<file path="src/rtl/corelet_ctrl.sv">
// Tile sequencer for the corelet datapath: fetches operands from xmem, drives the array
// instruction and strobes, then drains OFIFO through the SFP with a 3-stage pmem read-modify-write.
module corelet_ctrl #(
  parameter int row    = 8,
  parameter int col    = 8,
  parameter int addr_w = 11,
  parameter int len_w  = 8
) (
  input  logic              clk,
  input  logic              reset,
  input  logic              start,
  input  logic              mode_sel,
  input  logic              acc_sel,
  input  logic [len_w-1:0]  num_vec,
  input  logic [addr_w-1:0] w_base,
  input  logic [addr_w-1:0] a_base,
  input  logic [addr_w-1:0] p_base,
  input  logic              ofifo_valid,
  output logic              busy,
  output logic              done,
  output logic              xmem_cen,
  output logic [addr_w-1:0] xmem_addr,
  output logic              pmem_rd,
  output logic [addr_w-1:0] pmem_rd_addr,
  output logic              pmem_wr,
  output logic [addr_w-1:0] pmem_wr_addr,
  output logic [2:0]        inst_w,
  output logic              l0_wr,
  output logic              l0_rd,
  output logic              ififo_wr,
  output logic              ififo_rd,
  output logic              sfp_acc_en,
  output logic              ofifo_rd
);

  typedef enum logic [3:0] {
    S_IDLE, S_W_FETCH, S_W_LOAD, S_W_SETTLE, S_A_FETCH, S_I_FETCH,
    S_EXEC, S_FLUSH, S_DRAIN, S_ACC, S_DONE
  } state_t;

  localparam logic [len_w-1:0] L_COL_M1 = len_w'(col - 1);
  localparam logic [len_w-1:0] L_RC_M1  = len_w'(row + col - 1);

  state_t            r_state, w_nxt;
  logic [len_w-1:0]  r_cnt, r_num, r_icnt, r_wcnt;
  logic              r_mode, r_acc, r_iss_all, r_v0;
  logic [addr_w-1:0] r_w_base, r_a_base, r_p_base, r_a1;
  logic              r_xmem_cen, r_l0_wr, r_ififo_wr, r_l0_rd, r_ififo_rd;
  logic              r_busy, r_done, r_pmem_rd, r_pmem_wr, r_ofifo_rd, r_sfp;
  logic [addr_w-1:0] r_xmem_addr, r_rd_addr, r_wr_addr;
  logic [2:0]        r_inst;

  logic [len_w-1:0]  w_n_m1, w_lim;
  logic              w_fetch, w_nxt_fetch, w_timed, w_issue;
  logic [addr_w-1:0] w_w_src, w_a_src;

  function automatic logic [2:0] f_inst(input state_t s, input logic os);
    case (s)
      S_W_LOAD: f_inst = 3'b001;
      S_EXEC:   f_inst = os ? 3'b110 : 3'b010;
      S_FLUSH:  f_inst = 3'b101;
      default:  f_inst = 3'b000;
    endcase
  endfunction

  assign w_n_m1      = r_num - 1'b1;
  assign w_fetch     = (r_state == S_W_FETCH) || (r_state == S_A_FETCH) || (r_state == S_I_FETCH);
  assign w_nxt_fetch = (w_nxt == S_W_FETCH) || (w_nxt == S_A_FETCH) || (w_nxt == S_I_FETCH);
  assign w_timed     = (r_state == S_W_LOAD) || (r_state == S_W_SETTLE) ||
                       (r_state == S_EXEC) || (r_state == S_FLUSH);
  assign w_lim       = (r_state == S_W_FETCH) ? L_COL_M1 : w_n_m1;
  // Bases come straight from the ports on the IDLE->fetch edge, before the latch lands.
  assign w_w_src     = (r_state == S_IDLE) ? w_base : r_w_base;
  assign w_a_src     = (r_state == S_IDLE) ? a_base : r_a_base;
  assign w_issue     = (w_nxt == S_ACC) && ofifo_valid && !r_iss_all;

  always_comb begin
    w_nxt = r_state;
    case (r_state)
      S_IDLE:     if (start) w_nxt = (num_vec == '0) ? S_DONE : (mode_sel ? S_A_FETCH : S_W_FETCH);
      S_W_FETCH:  if (r_xmem_cen) w_nxt = S_W_LOAD;
      S_W_LOAD:   if (r_cnt == L_COL_M1) w_nxt = S_W_SETTLE;
      S_W_SETTLE: if (r_cnt == L_RC_M1) w_nxt = S_A_FETCH;
      S_A_FETCH:  if (r_xmem_cen) w_nxt = r_mode ? S_I_FETCH : S_EXEC;
      S_I_FETCH:  if (r_xmem_cen) w_nxt = S_EXEC;
      S_EXEC:     if (r_cnt == w_n_m1) w_nxt = r_mode ? S_FLUSH : S_DRAIN;
      S_FLUSH:    if (r_cnt == L_RC_M1) w_nxt = S_DRAIN;
      S_DRAIN:    if (ofifo_valid) w_nxt = S_ACC;
      S_ACC:      if (r_pmem_wr && (r_wcnt == w_n_m1)) w_nxt = S_DONE;
      default:    w_nxt = S_IDLE;
    endcase
  end

  always_ff @(posedge clk) begin
    if (!reset) begin
      r_state <= S_IDLE;    r_cnt <= '0;       r_num <= '0;       r_mode <= 1'b0;
      r_acc <= 1'b0;        r_w_base <= '0;    r_a_base <= '0;    r_p_base <= '0;
      r_xmem_cen <= 1'b1;   r_xmem_addr <= '0; r_l0_wr <= 1'b0;   r_ififo_wr <= 1'b0;
      r_l0_rd <= 1'b0;      r_ififo_rd <= 1'b0; r_inst <= '0;     r_busy <= 1'b0;
      r_done <= 1'b0;       r_pmem_rd <= 1'b0; r_rd_addr <= '0;   r_v0 <= 1'b0;
      r_ofifo_rd <= 1'b0;   r_sfp <= 1'b0;     r_a1 <= '0;        r_pmem_wr <= 1'b0;
      r_wr_addr <= '0;      r_icnt <= '0;      r_wcnt <= '0;      r_iss_all <= 1'b0;
    end else begin
      r_state <= w_nxt;
      if (r_state == S_IDLE && start) begin
        r_mode <= mode_sel;  r_acc <= acc_sel;   r_num <= num_vec;
        r_w_base <= w_base;  r_a_base <= a_base; r_p_base <= p_base;
      end

      if (w_nxt != r_state) r_cnt <= '0;
      else if (w_fetch) begin
        if (!r_xmem_cen && (r_cnt != w_lim)) r_cnt <= r_cnt + 1'b1;
      end else if (w_timed) r_cnt <= r_cnt + 1'b1;

      // Fetch: reads while cen=0, then one tail cycle for the delayed write of the last word.
      if (w_nxt_fetch && (w_nxt != r_state)) begin
        r_xmem_cen  <= 1'b0;
        r_xmem_addr <= (w_nxt == S_A_FETCH) ? w_a_src : w_w_src;
      end else if (w_fetch && !r_xmem_cen) begin
        if (r_cnt == w_lim) r_xmem_cen <= 1'b1;
        else r_xmem_addr <= r_xmem_addr + 1'b1;
      end else begin
        r_xmem_cen  <= 1'b1;
        r_xmem_addr <= '0;
      end
      r_l0_wr    <= !r_xmem_cen && ((r_state == S_W_FETCH) || (r_state == S_A_FETCH));
      r_ififo_wr <= !r_xmem_cen && (r_state == S_I_FETCH);

      r_l0_rd    <= (w_nxt == S_W_LOAD) || (w_nxt == S_EXEC);
      r_ififo_rd <= (w_nxt == S_EXEC) && r_mode;
      r_inst     <= f_inst(w_nxt, r_mode);
      r_busy     <= (w_nxt != S_IDLE) && (w_nxt != S_DONE);
      r_done     <= (w_nxt == S_DONE);

      // ACC pipe: stage 0 pmem read, stage 1 OFIFO pop + SFP, stage 2 pmem write.
      r_v0       <= w_issue;
      r_pmem_rd  <= w_issue && r_acc;
      r_rd_addr  <= w_issue ? (r_p_base + addr_w'(r_icnt)) : '0;
      r_ofifo_rd <= r_v0;
      r_sfp      <= r_v0 && r_acc;
      r_a1       <= r_v0 ? r_rd_addr : '0;
      r_pmem_wr  <= r_ofifo_rd;
      r_wr_addr  <= r_ofifo_rd ? r_a1 : '0;

      if (w_nxt == S_DONE) begin
        r_icnt <= '0;  r_wcnt <= '0;  r_iss_all <= 1'b0;
      end else begin
        if (w_issue) begin
          if (r_icnt == w_n_m1) r_iss_all <= 1'b1;
          else r_icnt <= r_icnt + 1'b1;
        end
        if (r_pmem_wr && (r_wcnt != w_n_m1)) r_wcnt <= r_wcnt + 1'b1;
      end
    end
  end

  assign busy         = r_busy;
  assign done         = r_done;
  assign xmem_cen     = r_xmem_cen;
  assign xmem_addr    = r_xmem_addr;
  assign pmem_rd      = r_pmem_rd;
  assign pmem_rd_addr = r_rd_addr;
  assign pmem_wr      = r_pmem_wr;
  assign pmem_wr_addr = r_wr_addr;
  assign inst_w       = r_inst;
  assign l0_wr        = r_l0_wr;
  assign l0_rd        = r_l0_rd;
  assign ififo_wr     = r_ififo_wr;
  assign ififo_rd     = r_ififo_rd;
  assign sfp_acc_en   = r_sfp;
  assign ofifo_rd     = r_ofifo_rd;

endmodule

</file>
<file path="config.mk">
export PLATFORM = sky130hd
export DESIGN_NAME = corelet_ctrl
export DESIGN_NICKNAME = d
export VERILOG_FILES = /design/src/rtl/corelet_ctrl.sv
export SDC_FILE = /design/constraint.sdc
export NUM_CORES = 1
export LEC_CHECK = 0
export BUFFER_PORTS_ARGS = -buffer_cell sky130_fd_sc_hd__buf_2
export CELL_PAD_IN_SITES_DETAIL_PLACEMENT = 0
export CELL_PAD_IN_SITES_GLOBAL_PLACEMENT = 1
export CORE_UTILIZATION = 43
export CTS_CLUSTER_DIAMETER = 100
export DETAILED_ROUTE_END_ITERATION = 12
export MAX_ROUTING_LAYER = met4
export PLACE_DENSITY = 0.81
export SLEW_MARGIN = 30
export SYNTH_ARGS = -nofsm -noshare
export SYNTH_HDL_FRONTEND = slang
export SYNTH_SLANG_ARGS = --single-unit
</file>
<file path="constraint.sdc">
create_clock -name clk -period 4 [get_ports clk]
set_clock_uncertainty 0.1 [all_clocks]
set_input_delay 0.2 -clock clk [delete_from_list [all_inputs] [get_ports clk]]
set_output_delay 0.2 -clock clk [all_outputs]
set_load 0.01 [all_outputs]
</file>
==> results.toml <==
[floorplan]
coreArea_um2 = 15200
row_count = 45
ios = 94
die_area_um2 = 16100
die_w_um = 127
initial_utilization_pct = 44.2
die_y_um = 127

[clock_tree]
root_buffer = "clkbuf_16"
cts-buffers-inserted = 17
path_clk_slew_ns = 0.06
cts_tree = "built"
cts.path.max_buffers = 2
cts_sinks = 131
clk_latency_ns = 0.43
htree_levels = 4

[critical_path]
critical_path.max_stage_delay_ns = 0.55
reg2reg_to = "xmem_addr[9]"
worstPathMaxFanout = 12
ff2ff_path_depth = 11
start_kind = "flip-flop"
arrival_ns = 3.98
critical_path_required_ns = 4.26
cp_slowest_cell = "or4b_1"
cp_cell_sequence = "inv_1 > ha_1 > or4b_1 > or4_1 > o211ai_1 > and4b_1 > o211ai_2 > or2_0 > buf_4 > o21ai_0 > nor3_2"
end_kind = "flip-flop"
rrSetupSlack_ns = 0.28
criticalPathCategory = "flip-flop to flip-flop"
r2r-start = "r_num[0]"

[logic_synthesis]
ys_seq_area_share_pct = 39.1
async_flop_share_pct = 0
synth_ff_type = "dfxtp_1"
synthCells = 804
synth_seq_cells = 131
synth_edf_count = 0
syn_nets = 865
synth_area_um2 = 6720
yosys_warnings = 0
synth.distinct_cells = 82
syn_avg_cell_area_um2 = 8.35

[pwr]
vdd_drop_max_uv = 324
p_per_area_nw_per_um2 = 489
power.leakage_nw = 3.50

[cells_and_area]
layout_common_cells = "dfxtp_1 (131), nand2_1 (115), buf_2 (93), nor2_1 (80), a21oi_1 (71)"
final_common_cell = "dfxtp_1"
antenna_cells = 0
syn2layout_area_growth_pct = 24.1
drive_above_1_share_pct = 18.3
nets = 989

[drt]
drt_iter0_drc = 377
ant_nets = 0
avgRoutedWirePerCell_um = 16.1
drc = 0
firstDrtPassIters = 5
vias_per_cell = 5.51
finalWirelength_mm = 18.1
dr_total_vias = 6216

[placement]
place_ws_ns = 0.275
port_buffers = 93
place_congestion = 0.893
hpwlAfterDp_mm = 12.6

[sta]
slew_viol_final = 0
post-route-min-period_ns = 3.72
finalSetupViolCount = 0
final-hold-violation-count = 0
slew_headroom_pct = 57.3
timing.final.ws_setup_ns = 0.276
clock.fmax_mhz = 269
fin_setup_tns_ns = 0
rsz0062_at_grt = "false"
finalCritPeriodShare_pct = 93.1
tightest_slew_ns = 0.641

[grt]
grt_pass1_vias = 5919
grt_overflow = 0
antenna_found_initial = 0
grt_pass1_wl_mm = 29.5
grtUsageTotal_pct = 24.1
grt_max_degree = 44

[min_path]
hold_path_end = "r_iss_all"
hold_class = "input port to flip-flop"
hold_path_depth = 3
min_from = "ofifo_valid"

[run]
drv_cap = 0

[run_status]
status = "finished clean"
## cells by family after synthesis
logic type	share of synthesized area [%]
AO/OA/AOI/OAI	17.0
XOR/XNOR	7.29
adder cells (fa/ha/maj)	2.72
buffers and inverters	4.68
flip-flops	39.1
multiplexers	2.87
AND/OR/NAND/NOR	26.4
## cell type report
cell class	instances	area (µm²)
Timing Repair Buffer	154	1030
Clock inverter	14	141
Inverter	25	93.8
Clock buffer	18	429
Tap cell	188	235
Fill cell	1402	6870
Sequential cell	131	2620
Multi-Input combinational cell	599	3780
## sequential cells by signal (all words and copies together) (netlist names), 3 cells and up
name and cells:
pmem_wr_addr 11, xmem_addr 11, r_state 4, r_cnt 8, inst_w 3, r_w_base 11
r_a1 11, r_icnt 8, r_num 8, r_wcnt 8, pmem_rd_addr 11, r_p_base 11
r_a_base 11
## metrics by stage
stage | instance area (µm²) | hold slack, ns | instances | utilization, % | total power, W
2_1_floorplan | 6720 | 0.236 | 804 | - | 0.00226
3_3_place_gp | 7330 | 0.342 | 1054 | 48.2 | 0.00251
3_5_place_dp | 7330 | 0.347 | 1054 | 48.2 | 0.00253
4_1_cts | 8330 | 0.0855 | 1129 | 54.8 | 0.00409
5_1_grt | 8330 | 0.105 | 1129 | 54.8 | 0.00427
6_report | 8330 | 0.106 | 1129 | 54.8 | 0.00408
## cells in the mapped netlist, drive strengths merged (7+ instances only)
| cell | n | area, µm² |
|---|---|---|
| dfxtp | 131 | 2620 |
| buf | 13 | 85.1 |
| xnor2 | 26 | 228 |
| nand2b | 7 | 43.8 |
| and2 | 12 | 75.1 |
| nor2 | 82 | 313 |
| nor3 | 28 | 190 |
| mux2i | 17 | 170 |
| nand2 | 115 | 432 |
| ha | 13 | 163 |
| inv | 24 | 90.1 |
| and3 | 30 | 188 |
| a2111oi | 7 | 61.3 |
| nor4 | 11 | 87.6 |
| nand3 | 23 | 115 |
| xor2 | 17 | 149 |
| a21oi | 72 | 364 |
| o21ai | 34 | 185 |
| o211ai | 7 | 57.6 |
| clkbuf | 36 | 135 |
| a211oi | 8 | 60.1 |
## worst max-delay path by stage
stage          startpoint           end  slack (ns)  cells past startpoint
3_3_place_gp     r_num[0]  xmem_addr[5]        0.35                     11
3_5_place_dp     r_num[0]  xmem_addr[5]        0.27                      9
2_1_floorplan    r_num[0]     r_icnt[6]        0.82                     12
4_1_cts          r_num[0]  xmem_addr[5]        0.27                      9
6_report         r_num[0]  xmem_addr[9]        0.28                     11
5_1_grt          r_num[0]  xmem_addr[2]       0.006                      9
## layer usage
metal	vias to the layer above	routed length, µm	global-route usage [%]
li1	3063	-	-
met1	2952	8620	31.1
met2	172	8390	37.8
met3	29	805	4.34
met4	0	314	8.82
met5	-	0	-
## critical path: cells and delay by family, from the launching register on
family	cells	cell delay [ns]
fa+ha+maj	1	0.20
simple gates	5	1.86
compound gates	3	0.69
buf+inv	2	0.37
flops	1	0.44
## what timing repair did
item                                    4_1_cts  5_1_grt
hold buffers                                 43        0
buffers inserted                              0        0
gates resized for setup                       0        1
endpoints found under the setup margin        0       24
endpoints found under the hold margin        50        0
## power by group
group | total [W] | switching, W | internal [W]
Sequential | 0.00150 | 0.000106 | 0.00140
Combinational | 0.00104 | 0.000631 | 0.000413
Clock | 0.00153 | 0.000653 | 0.000873
Total | 0.00408 | 0.00139 | 0.00269
(Power assumes the default switching activity.)
